$ cat config.mk
export PLATFORM = sky130hd
export DESIGN_NAME = div_unit
export DESIGN_NICKNAME = d
export VERILOG_FILES = /design/src/rtl/div_pkg.sv /design/src/rtl/div_step.sv /design/src/rtl/div_unit.sv
export SDC_FILE = /design/constraint.sdc
export NUM_CORES = 1
export LEC_CHECK = 0
export ABC_AREA = 1
export ABC_CLOCK_PERIOD_IN_PS = 3500
export CELL_PAD_IN_SITES_DETAIL_PLACEMENT = 0
export CELL_PAD_IN_SITES_GLOBAL_PLACEMENT = 1
export CORE_MARGIN = 2
export CORE_UTILIZATION = 42
export CTS_CLUSTER_SIZE = 28
export DETAILED_ROUTE_END_ITERATION = 10
export DONT_BUFFER_PORTS = 1
export PLACE_DENSITY = 0.76
export SETUP_SLACK_MARGIN = 0.02
export SLEW_MARGIN = 20
export SYNTH_ARGS = -nofsm -noshare
export SYNTH_HDL_FRONTEND = slang
export SYNTH_SLANG_ARGS = --single-unit
$ cat constraint.sdc
create_clock -name clk -period 3.5 [get_ports clk]
set_clock_uncertainty 0.1 [all_clocks]
set_input_delay 0.7 -clock clk [delete_from_list [all_inputs] [get_ports clk]]
set_output_delay 0.7 -clock clk [all_outputs]
set_load 0.005 [all_outputs]
$ cat src/rtl/div_pkg.sv
// Shared definitions for the iterative RV32M divide unit: funct3 encodings
// of the four divide/remainder instructions and the FSM state encoding.
package div_pkg;

  localparam logic [2:0] FUNCT3_DIV  = 3'b100;
  localparam logic [2:0] FUNCT3_DIVU = 3'b101;
  localparam logic [2:0] FUNCT3_REM  = 3'b110;
  localparam logic [2:0] FUNCT3_REMU = 3'b111;

  localparam int STATE_W = 2;

  typedef enum logic [STATE_W-1:0] {
    ST_IDLE = 2'd0,
    ST_CALC = 2'd1,
    ST_DONE = 2'd2
  } div_state_t;

  // Signed variants take operand signs into account; unsigned use raw bits.
  function automatic logic funct3_is_signed(input logic [2:0] f);
    return (f == FUNCT3_DIV) || (f == FUNCT3_REM);
  endfunction

  // Remainder variants write back the remainder instead of the quotient.
  function automatic logic funct3_is_rem(input logic [2:0] f);
    return (f == FUNCT3_REM) || (f == FUNCT3_REMU);
  endfunction

endpackage

$ cat src/rtl/div_step.sv
// One restoring radix-2 division step: shift the next dividend bit into the
// partial remainder, trial-subtract the divisor, keep the difference when it
// does not underflow. The quotient bit is set whenever the subtract succeeds.
module div_step #(
  parameter int XLEN = 32
) (
  input  logic [XLEN:0]   rem,
  input  logic            msb,
  input  logic [XLEN-1:0] divisor,
  output logic [XLEN:0]   rem_next,
  output logic            q_bit
);

  logic [XLEN+1:0] shifted;
  logic [XLEN+1:0] diff;

  // Trial subtract on an XLEN+2 wide copy so the top bit is a clean borrow.
  always_comb begin
    shifted  = {rem, msb};
    diff     = shifted - {2'b00, divisor};
    q_bit    = ~diff[XLEN+1];
    rem_next = q_bit ? diff[XLEN:0] : shifted[XLEN:0];
  end

endmodule

$ cat src/rtl/div_unit.sv
// Iterative RV32M divide/remainder unit. Accepts a divide from the decoder,
// holds the core with stall while computing one quotient bit per cycle, and
// pulses a single-cycle register-file write with the quotient or remainder.
// Divide-by-zero and signed overflow bypass the iteration and finish at once.
//
// Handshake: start is a level request held by the core while stall=1. An
// operation is accepted on the clock edge where state is IDLE and start is
// high; the result is delivered in the single DONE cycle (wb_en=1, stall=0),
// which is also the edge where the core advances past the instruction.
module div_unit
  import div_pkg::*;
#(
  parameter int XLEN       = 32,
  parameter int ADDR_WIDTH = 5
) (
  input  logic                  clk,
  input  logic                  reset_n,
  input  logic                  start,
  input  logic [2:0]            funct3,
  input  logic [XLEN-1:0]       op_a,
  input  logic [XLEN-1:0]       op_b,
  input  logic [ADDR_WIDTH-1:0] rd_addr,
  output logic                  stall,
  output logic                  busy,
  output logic                  wb_en,
  output logic [ADDR_WIDTH-1:0] wb_addr,
  output logic [XLEN-1:0]       wb_data,
  output logic [STATE_W-1:0]    dbg_state
);

  localparam int CNT_W = $clog2(XLEN + 1);
  localparam logic [XLEN-1:0] MIN_NEG = {1'b1, {(XLEN-1){1'b0}}};

  div_state_t            state;
  logic [CNT_W-1:0]      count;
  logic [XLEN-1:0]       dvd_q;     // dividend shifting out, quotient shifting in
  logic [XLEN-1:0]       dvs_q;     // divisor magnitude
  logic [XLEN:0]         rem_q;     // partial remainder, one spare bit
  logic                  q_neg;
  logic                  r_neg;
  logic                  is_rem;
  logic [ADDR_WIDTH-1:0] rd_q;

  // Decode of the incoming instruction, only meaningful in IDLE.
  logic            in_signed;
  logic            in_rem;
  logic            sign_a;
  logic            sign_b;
  logic [XLEN-1:0] abs_a;
  logic [XLEN-1:0] abs_b;
  logic            div_zero;
  logic            overflow;
  logic [XLEN-1:0] special_res;

  // Iteration datapath.
  logic [XLEN:0]   step_rem;
  logic            step_q;
  logic [XLEN-1:0] quot_final;
  logic [XLEN-1:0] rem_final;
  logic [XLEN-1:0] fixed_res;

  // Stall is combinational so the PC is released in the DONE cycle itself.
  assign stall     = start & (state != ST_DONE);
  assign busy      = (state == ST_CALC);
  assign dbg_state = state;

  // Operand decode: signs, magnitudes and the two short-circuit cases.
  always_comb begin
    in_signed   = funct3_is_signed(funct3);
    in_rem      = funct3_is_rem(funct3);
    sign_a      = in_signed & op_a[XLEN-1];
    sign_b      = in_signed & op_b[XLEN-1];
    abs_a       = sign_a ? (~op_a + 1'b1) : op_a;
    abs_b       = sign_b ? (~op_b + 1'b1) : op_b;
    div_zero    = (op_b == '0);
    overflow    = in_signed & (op_a == MIN_NEG) & (op_b == '1);
    special_res = '0;
    if (div_zero) begin
      special_res = in_rem ? op_a : '1;
    end else if (overflow) begin
      special_res = in_rem ? '0 : op_a;
    end
  end

  div_step #(
    .XLEN (XLEN)
  ) u_step (
    .rem      (rem_q),
    .msb      (dvd_q[XLEN-1]),
    .divisor  (dvs_q),
    .rem_next (step_rem),
    .q_bit    (step_q)
  );

  // Final quotient/remainder of the last step with the sign fix-up applied.
  always_comb begin
    quot_final = {dvd_q[XLEN-2:0], step_q};
    rem_final  = step_rem[XLEN-1:0];
    fixed_res  = '0;
    if (is_rem) begin
      fixed_res = r_neg ? (~rem_final + 1'b1) : rem_final;
    end else begin
      fixed_res = q_neg ? (~quot_final + 1'b1) : quot_final;
    end
  end

  // Control FSM, iteration registers and registered write-back outputs.
  always_ff @(posedge clk or negedge reset_n) begin
    if (!reset_n) begin
      state   <= ST_IDLE;
      count   <= '0;
      dvd_q   <= '0;
      dvs_q   <= '0;
      rem_q   <= '0;
      q_neg   <= 1'b0;
      r_neg   <= 1'b0;
      is_rem  <= 1'b0;
      rd_q    <= '0;
      wb_en   <= 1'b0;
      wb_addr <= '0;
      wb_data <= '0;
    end else begin
      wb_en <= 1'b0;
      case (state)
        ST_IDLE: begin
          if (start) begin
            rd_q   <= rd_addr;
            is_rem <= in_rem;
            q_neg  <= sign_a ^ sign_b;
            r_neg  <= sign_a;
            if (div_zero || overflow) begin
              wb_data <= special_res;
              wb_addr <= rd_addr;
              wb_en   <= 1'b1;
              state   <= ST_DONE;
            end else begin
              dvd_q <= abs_a;
              dvs_q <= abs_b;
              rem_q <= '0;
              count <= CNT_W'(XLEN);
              state <= ST_CALC;
            end
          end
        end
        ST_CALC: begin
          dvd_q <= {dvd_q[XLEN-2:0], step_q};
          rem_q <= step_rem;
          count <= count - 1'b1;
          if (count == CNT_W'(1)) begin
            wb_data <= fixed_res;
            wb_addr <= rd_q;
            wb_en   <= 1'b1;
            state   <= ST_DONE;
          end
        end
        ST_DONE: begin
          state <= ST_IDLE;
        end
        default: begin
          state <= ST_IDLE;
        end
      endcase
    end
  end

endmodule
==> results of run 1 <==
==> state kept, by name, indices dropped and copies added, names as in the netlist <==
| signal | flops |
|---|---|
| is_rem | 1 |
| dvs_q | 32 |
| dvd_q | 32 |
| wb_data | 32 |
| rd_q | 5 |
| rem_q | 33 |
| wb_addr | 5 |
| count | 6 |
| wb_en | 1 |
| q_neg | 1 |
| dbg_state | 2 |
| r_neg | 1 |
==> cell families (layout without fill, tap and decap cells) <==
family | Yosys count | after routing
XOR/XNOR | 68 | 68
buffers and inverters | 338 | 585
flip-flops | 151 | 151
other | 0 | 1
AO/OA/AOI/OAI | 334 | 334
adder cells (fa/ha/maj) | 40 | 40
multiplexers | 5 | 5
AND/OR/NAND/NOR | 1178 | 1178
==> routing by layer <==
metal / global-route usage, % / up-vias / wire [µm]
met5: 0 / - / 0
met4: 8.52 / 0 / 1380
met3: 8.12 / 84 / 4570
met2: 49.2 / 610 / 23400
met1: 44.8 / 7108 / 24000
li1: - / 7324 / -
==> through the flow <==
step	utilization, %	setup slack, ps	hold slack [ps]	setup TNS [ps]	instances
final	54.7	-40.0	-163	-69.6	2764
after global routing	54.7	-250	-179	-3080	2763
after floorplan	-	29.2	304	0	2114
after global placement	49.6	-176	316	-999	2681
after detailed placement	49.6	-223	316	-1490	2681
after CTS	52.9	-65.6	-178	-276	2744
==> area by class of cell <==
type	count	area [µm²]
Antenna cell	1	2.50
Sequential cell	151	3780
Tap cell	402	503
Timing Repair Buffer	291	2300
Inverter	262	983
Fill cell	3168	14200
Clock inverter	14	181
Multi-Input combinational cell	1625	9050
Clock buffer	18	429
==> synth_stat cells, types with 7 or more instances <==
cell / n / area (µm²)
nor3_1: 44 / 220
nand3b_1: 11 / 82.6
a31oi_1: 16 / 100
nor2_2: 11 / 68.8
inv_1: 258 / 968
o21bai_1: 10 / 75.1
o21ai_0: 125 / 626
xnor2_1: 25 / 219
nand2_2: 24 / 150
o221ai_1: 19 / 166
o22ai_1: 17 / 106
o211ai_1: 15 / 113
clkbuf_1: 42 / 158
nand2_1: 665 / 2500
clkbuf_8: 7 / 96.3
buf_6: 8 / 90.1
ha_1: 39 / 488
xor2_1: 43 / 377
nor4_1: 14 / 87.6
dfrtp_1: 151 / 3780
nand4_1: 18 / 113
o21ai_1: 11 / 55.1
nor2_1: 193 / 724
nand3_1: 170 / 851
a21oi_1: 106 / 531
==> worst max path at each step <==
stage,start,end,slack (ps)
CTS,rem_q[3]$_DFFE_PN0P_,wb_data[24]$_DFFE_PN0P_,-70
global route,rem_q[3]$_DFFE_PN0P_,wb_data[26]$_DFFE_PN0P_,-250
detailed placement,dvs_q[20]$_DFFE_PN0P_,wb_data[22]$_DFFE_PN0P_,-220
global placement,dvs_q[31]$_DFFE_PN0P_,wb_data[24]$_DFFE_PN0P_,-180
finish,rem_q[1]$_DFFE_PN0P_,wb_data[10]$_DFFE_PN0P_,-40
floorplan,rem_q[21]$_DFFE_PN0P_,wb_data[28]$_DFFE_PN0P_,30
==> timing repair <==
item | CTS | global route
setup buffers | 32 | 19
setup endpoints to repair | 24 | 29
endpoints found under the hold margin | 151 | 151
resized for setup | 57 | 125
pin swaps | 27 | 61
==> worst max-delay path: cells and delay by family, from the launching register on <==
kind / cells / cell delay (ps)
AOI/OAI and AO/OA: 1 / 110
adders and majority gates: 2 / 450
buffers and inverters: 8 / 820
and+or+nand+nor: 20 / 1590
DFF: 1 / 410
==> metrics, run 1 <==
Adder-Cell Fraction of Synth Area=under 10%; Mapped Cells=about 2,100; Num CTS Buffers=17; crit-path max FO=3; outcome=complete, but fails checks; commonest non-fill, non-tap cell in the layout=nand2_1; RSZ-0062 raised after global routing=yes; drt drc=0; syn_nets=about 2,200; vias in the first global route=around 14,000; WP data required=3810 ps; Ys Warns=0; Netlist Area Pre-Place=13,400 µm²; TritonCTS clock tree=yes; main flop type after synthesis=dfrtp_1; commonest non-fill, non-tap cells in the layout=621 x nand2_1, 280 x buf_4, 233 x inv_1; final WL=about 53 mm; synth-to-layout area growth=28.8%; fin crit period=between 3000 and 4000 ps; Max Slew Vio Count=0; period utilisation layout=101%; Max Fclk=roughly 280 MHz; CTS HTree Levels=4; WL/cell=19.3 µm; CTS Buffer Depth=2; CTS clk-pin slew, worst paths=roughly 80 ps; share of layout cells above drive strength 1=23.7%; HP Class=in -> async; synthesized area per cell=between 6 and 7 µm²; num rows=65; PortBufs=0; via count=approximately 15,000; first-pass GRT wire length=approximately 82 mm; CP most frequent cell=nand2_2; Max stage delay cell, worst path=dfrtp_1; count of boundary I/O pins=approximately 120; post-synthesis mux area share=0.421%; violated checks=hold timing, setup timing; Final setup violation count=5; count of cell types in the netlist=54; worst r2r src=rem_q[1]$_DFFE_PN0P_; total global routing overflow=0; Arrival @ worst endpoint=about 3900 ps; crit-path max cell delay=410 ps; Max-slew headroom=about 46%; Final ANT Viol Nets=0; Crit Path Class=reg -> reg; Initial Util=a little over two fifths; worst reg2reg endpoint=wb_data[10]$_DFFE_PN0P_; Die ar.=approximately 33,000 µm²; worst reg-to-reg path cell count=31; Async S/R FF share, synth=100%; Worst Slack Setup Final=-40.0 ps; area of the core=31,500 µm²; xor-xnor portion of the synthesized cell area=around 4.5%; drt initial violations=1,409; Clk Latency, worst-skew pair=470 ps; CTS sink count=151; Final Cell Area=around 17,000 µm²; First-pass DRT Iterations=6; Post-DP HPWL=approximately 41 mm; Max Cap Viol=0; pin count of the biggest net entering global routing=152; crit path launch type=flip-flop; Reg2Reg Setup Slack=-40 ps; initial antenna violation count=1; Seq/Total Area, Yosys=between 20 and 30%; GRT Total Usage=roughly 32%; Cell Area, Placed=15,600 µm²; Fin. Hold Viols=~150; Seq cells post-synth=between 150 and 200; Critical Path End Type=flip-flop; simple-gate share of the synthesized area=about 38%; CTS root buffer=clkbuf_16; number of flops mapped to enable cells by yosys=0; Layout Nets=2,463; drt via density=5.47; die width=182 µm; Chip Height=between 150 and 200 µm; Compound-Gate Fraction of Synth Area=14.3%; main combinational cell family by area after synthesis=simple AND/OR/NAND/NOR gates; RePlAce Congestion=between 0.9 and 1; Slew @ Worst Pin=approximately 810 ps; worst hold slack=-163 ps
Power of run 1 is left out: the tool's default activity adds up to more than one toggle a clock period on the data nets, which glitch-free logic cannot reach.
==> run 2: changes to the inputs <==
- ABC_AREA: 1 -> unset
- CORE_UTILIZATION: 42 -> 43
- PLACE_DENSITY: 0.76 -> 0.74
==> metrics, run 2 <==
via count=about 12,000; Post-DP HPWL=~32 mm; WL/cell=slightly below 20 µm; CTS HTree Levels=4; Top Usage Layer GRT=met2; RSZ-0062 raised after global routing=yes; drt initial violations=around 1,100; Chip Height=approximately 170 µm; max reg flops=33; Arrival @ worst endpoint=4080 ps; area of the core=approximately 28,000 µm²; Clk Latency, worst-skew pair=about 450 ps; Max Slew Vio Count=0; Crit Path Class=reg -> reg; CTS clk-pin slew, worst paths=70 ps; commonest non-fill, non-tap cells in the layout=319 x buf_4, 152 x nand2_1, 149 x dfrtp_1; Max Fclk=263 MHz; Synth top cells by count=159 x nand2_1, 151 x dfrtp_1, 137 x a21oi_1, 132 x nor2_1, 129 x o21ai_0; period utilisation layout=109%; crit-path max FO=5; first-pass GRT wire length=66.1 mm; Cell Area, Placed=~15,000 µm²; Async S/R FF share, synth=between 90% and 100%; Placement Setup Slack=-500 ps; Layout Nets=1,884; Initial Util=roughly 43%; CTS root buffer=clkbuf_16; Mapped Cells=around 1,500; commonest non-fill, non-tap cell in the layout=buf_4; pin count of the biggest net entering global routing=between 150 and 200; met1 global-route usage=39.3%; count of cell types in the netlist=a little over 80; M2 GR Usage=roughly 49%; synth-to-layout area growth=37.8%; vias in the first global route=about 12,000; num rows=61; syn_nets=about 1,600; Setup TNS=-3970 ps; PortBufs=0; CTS Buffer Depth=2; Final setup violation count=25; drt drc=0; HP Class=in -> async; Critical Path End Type=flip-flop; WP data required=3780 ps; Slew @ Worst Pin=approximately 1100 ps; Netlist Area Pre-Place=roughly 12,000 µm²; top-count cell post-synth=nand2_1; Die ar.=29,200 µm²; Worst Slack Setup Final=-304 ps; cell taking the most area after synthesis=dfrtp_1; largest reg by FF count=rem_q; First-pass DRT Iterations=5; Final ANT Viol Nets=0; Final Cell Area=around 16,000 µm²; count of boundary I/O pins=117; total global routing overflow=0; share of the synthesized area in the top cell type=31.6%; Fin. Hold Viols=151; fin crit period=roughly 3800 ps; outcome=complete, but fails checks; number of flops mapped to enable cells by yosys=0; CTS sink count=151; Area contributors post-synth=dfrtp_1 32%, xnor2_1 6.0%, a21oi_1 5.7%, o21ai_0 5.4%, nand2_1 5.0%; final WL=about 43 mm; RePlAce Congestion=a little over 0.9; TritonCTS clock tree=yes; Num CTS Buffers=17; Max-slew headroom=27.3%; violated checks=hold timing, setup timing; die width=approximately 170 µm; initial antenna violation count=1; grt met3 use=around 4.8%; ANT cells=0; share of layout cells above drive strength 1=31.9%; crit path launch type=flip-flop; synthesized area per cell=about 8.0 µm²; Seq/Total Area, Yosys=around a third; main flop type after synthesis=dfrtp_1; drt via density=5.76; Seq cells post-synth=approximately 150; Max Cap Viol=0; Ys Warns=0; GRT Total Usage=around 29%; worst hold slack=-152 ps
[run 2: cell types whose count changed after synthesis, sizes merged, moves of 23 or more]
cell,change
a21oi,+31
a221o,+30
inv,-202
mux2i,+31
nand2,-536
nand3,-125
nor2,-76
o31ai,+34
xnor2,+57
xor2,+23
[run 2: per-layer routing]
layer	wire length [µm]	up-vias	part of all wire (%)
met5	0	-	0
met4	1020	0	2.4
met3	2470	71	5.8
met2	20500	386	48
met1	18700	6040	44
li1	-	5941	-
[run 2: final timing paths]
| path | from | to | slack, ps | cells after the start |
|---|---|---|---|---|
| min in group clk | rd_addr[4] | wb_addr[4]$_DFFE_PN0P_ | 290 | 2 |
| setup / recovery | rem_q[29]$_DFFE_PN0P_ | wb_data[27]$_DFFE_PN0P_ | -300 | 14 |
| setup reg to reg | rem_q[29]$_DFFE_PN0P_ | wb_data[27]$_DFFE_PN0P_ | -300 | 14 |
| max in group asynchronous | reset_n | rem_q[11]$_DFFE_PN0P_ | 3070 | 0 |
| hold reg to reg | wb_data[4]$_DFFE_PN0P_ | wb_data[4]$_DFFE_PN0P_ | 400 | 2 |
| hold / removal | reset_n | dvs_q[28]$_DFFE_PN0P_ | -150 | 0 |
[run 2: cells by family after synthesis]
family	Yosys count	share of synthesized area, %
AOI/OAI and AO/OA	451	24.2
adders and majority gates	40	4.25
and+or+nand+nor	510	20.5
DFF	151	31.6
buffers and inverters	148	5.01
muxes	42	3.63
xor gates and xnor gates	148	10.8
[run 2: worst max-delay path, stage by stage, from the launching register on]
cell	delay (ps)
dfrtp_1	420
ha_4	240
a21o_1	200
a211oi_4	220
o21ai_2	100
or3_1	380
o211a_4	300
buf_4	140
buf_6	120
or4_4	440
o32ai_4	310
nand3_4	160
nor2_2	140
mux2_4	320
a21oi_2	120
[run 2: layout make-up]
cell class,instances,area [µm²]
inverter,59,229
sequential,151,3780
multi-input combinational,1191,8590
fill,2471,11100
tap,378,473
clock inverter,13,113
timing repair buffer,349,2860
clock buffer,19,443
[run 2: metrics by stage]
step | cells | utilization [%]
floorplan | 1490 | -
global placement | 2100 | 53.5
detailed placement | 2100 | 53.5
CTS | 2144 | 56.9
global route | 2160 | 59.8
finish | 2160 | 59.8
[run 2: repair_timing]
action,4_1_cts,5_1_grt
cloned,0,1
setup endpoints to repair,35,36
endpoints found under the hold margin,151,151
pin swaps,48,75
gates resized for setup,80,136
buffers inserted,12,19
Power of run 2 is left out for the same reason.
==> run 3: changes to the inputs <==
- MAX_ROUTING_LAYER: unset -> met4
- RECOVER_POWER: unset -> 50
==> metrics, run 3 (synthesized netlist as in run 2, its figures left out) <==
outcome=complete, but fails checks; violated checks=hold timing, setup timing; CTS Buffer Depth=2; area of the core=~28,000 µm²; pin count of the biggest net entering global routing=between 150 and 200; Post-DP HPWL=32.7 mm; TritonCTS clock tree=yes; commonest non-fill, non-tap cell in the layout=buf_4; initial antenna violation count=0; Fin. Hold Viols=between 150 and 200; first-pass GRT wire length=approximately 67 mm; Max Fclk=about 260 MHz; share of layout cells above drive strength 1=31.7%; GRT Total Usage=roughly 30%; Max-slew headroom=around a third; CTS HTree Levels=4; total global routing overflow=0; period utilisation layout=109%; via count=between 10,000 and 15,000; Final Cell Area=roughly 16,000 µm²; Num CTS Buffers=17; Max Cap Viol=0; drt initial violations=around 1,100; synth-to-layout area growth=38.0%; Arrival @ worst endpoint=about 4000 ps; Worst Slack Setup Final=-303 ps; RSZ-0062 raised after global routing=yes; CTS clk-pin slew, worst paths=around 70 ps; HP Class=in -> async; fin crit period=~3800 ps; Chip Height=about 170 µm; Final setup violation count=23; die width=171 µm; CTS sink count=around 150; Die ar.=29,200 µm²; drt drc=0; commonest non-fill, non-tap cells in the layout=323 x buf_4, 150 x nand2_1, 148 x dfrtp_1; Max Slew Vio Count=0; WL/cell=between 15 and 20 µm; Slew @ Worst Pin=973 ps; Clk Latency, worst-skew pair=440 ps; WP data required=approximately 3700 ps; crit-path max FO=5; Final ANT Viol Nets=0; Layout Nets=approximately 1,900; Cell Area, Placed=14,800 µm²; final WL=43.2 mm; First-pass DRT Iterations=5; PortBufs=0; worst hold slack=-144 ps; count of boundary I/O pins=between 100 and 150; CTS root buffer=clkbuf_16; Finished Core Util=between 50% and 60%; Register Area=3780 µm²; Initial Util=a little over two fifths; vias in the first global route=roughly 12,000; num rows=61; Placement Setup Slack=-549 ps; max reg flops=33; crit path launch type=flip-flop; multi-input combinational cell area=8570 µm²; ANT cells=0; drt via density=5.78; largest reg by FF count=rem_q; RePlAce Congestion=between 0.9 and 1; fillers=~2,500; Crit Path Class=reg -> reg; Critical Path End Type=flip-flop
run 3: cell types whose count changed in the layout (fill, tap and decap cells not counted), sizes merged:
cell	delta
inv	+3
clkinvlp	+1
clkinv	-3
buf	+5
run 3: final timing paths:
path | cells after the start | from | end | slack (ps)
worst max-delay path | 16 | rem_q[30]$_DFFE_PN0P_ | wb_data[30]$_DFFE_PN0P_ | -300
worst min-delay path | 0 | reset_n | dvs_q[8]$_DFFE_PN0P_ | -140
worst max register to register | 16 | rem_q[30]$_DFFE_PN0P_ | wb_data[30]$_DFFE_PN0P_ | -300
worst min register to register | 2 | wb_data[4]$_DFFE_PN0P_ | wb_data[4]$_DFFE_PN0P_ | 410
max in group asynchronous | 0 | reset_n | rem_q[18]$_DFFE_PN0P_ | 3140
min in group clk | 2 | rd_addr[3] | wb_addr[3]$_DFFE_PN0P_ | 300
run 3: worst max-delay path, cell delays in order (launching register included):
cell       delay [ps]
dfrtp_1           420
ha_4              280
nand4b_1          160
or3_4             480
nor4bb_4          280
o31ai_2            90
o211a_4           180
inv_8              90
mux2i_2           240
ha_2              230
buf_4             110
o211ai_1          150
a2111oi_2         360
buf_4             170
a31o_4            150
xnor2_2           110
a21oi_1            80
run 3: cell type report:
class / count / area share [%]
multi-input cells: 1191 / 51.9
well taps: 378 / 2.87
flip-flops and latches: 151 / 22.9
repair buffers: 355 / 17.5
clock buffers: 18 / 2.60
inverters: 59 / 1.39
clock inverters: 14 / 0.789
run 3: repair_timing:
item,CTS,global route
gates cloned,0,1
endpoints found under the hold margin,151,151
setup endpoints to repair,34,39
setup buffers,28,10
pin swaps,90,66
resized for setup,146,66
run 3: routing by layer:
layer,share of wire (%),global-route usage [%],wire (µm)
met1,44,40.6,19000
met2,47,46.9,20200
met3,6.0,5.07,2600
met4,3.2,10.6,1400
met5,0,-,0
run 3: stage by stage:
| step | std cells | setup TNS (ps) |
|---|---|---|
| finish | 2166 | -3920 |
| global route | 2166 | -9090 |
| CTS | 2158 | -3570 |
| detailed placement | 2102 | -10410 |
| global placement | 2102 | -21310 |
| floorplan | 1490 | -749 |
Power of run 3 is left out for the same reason.
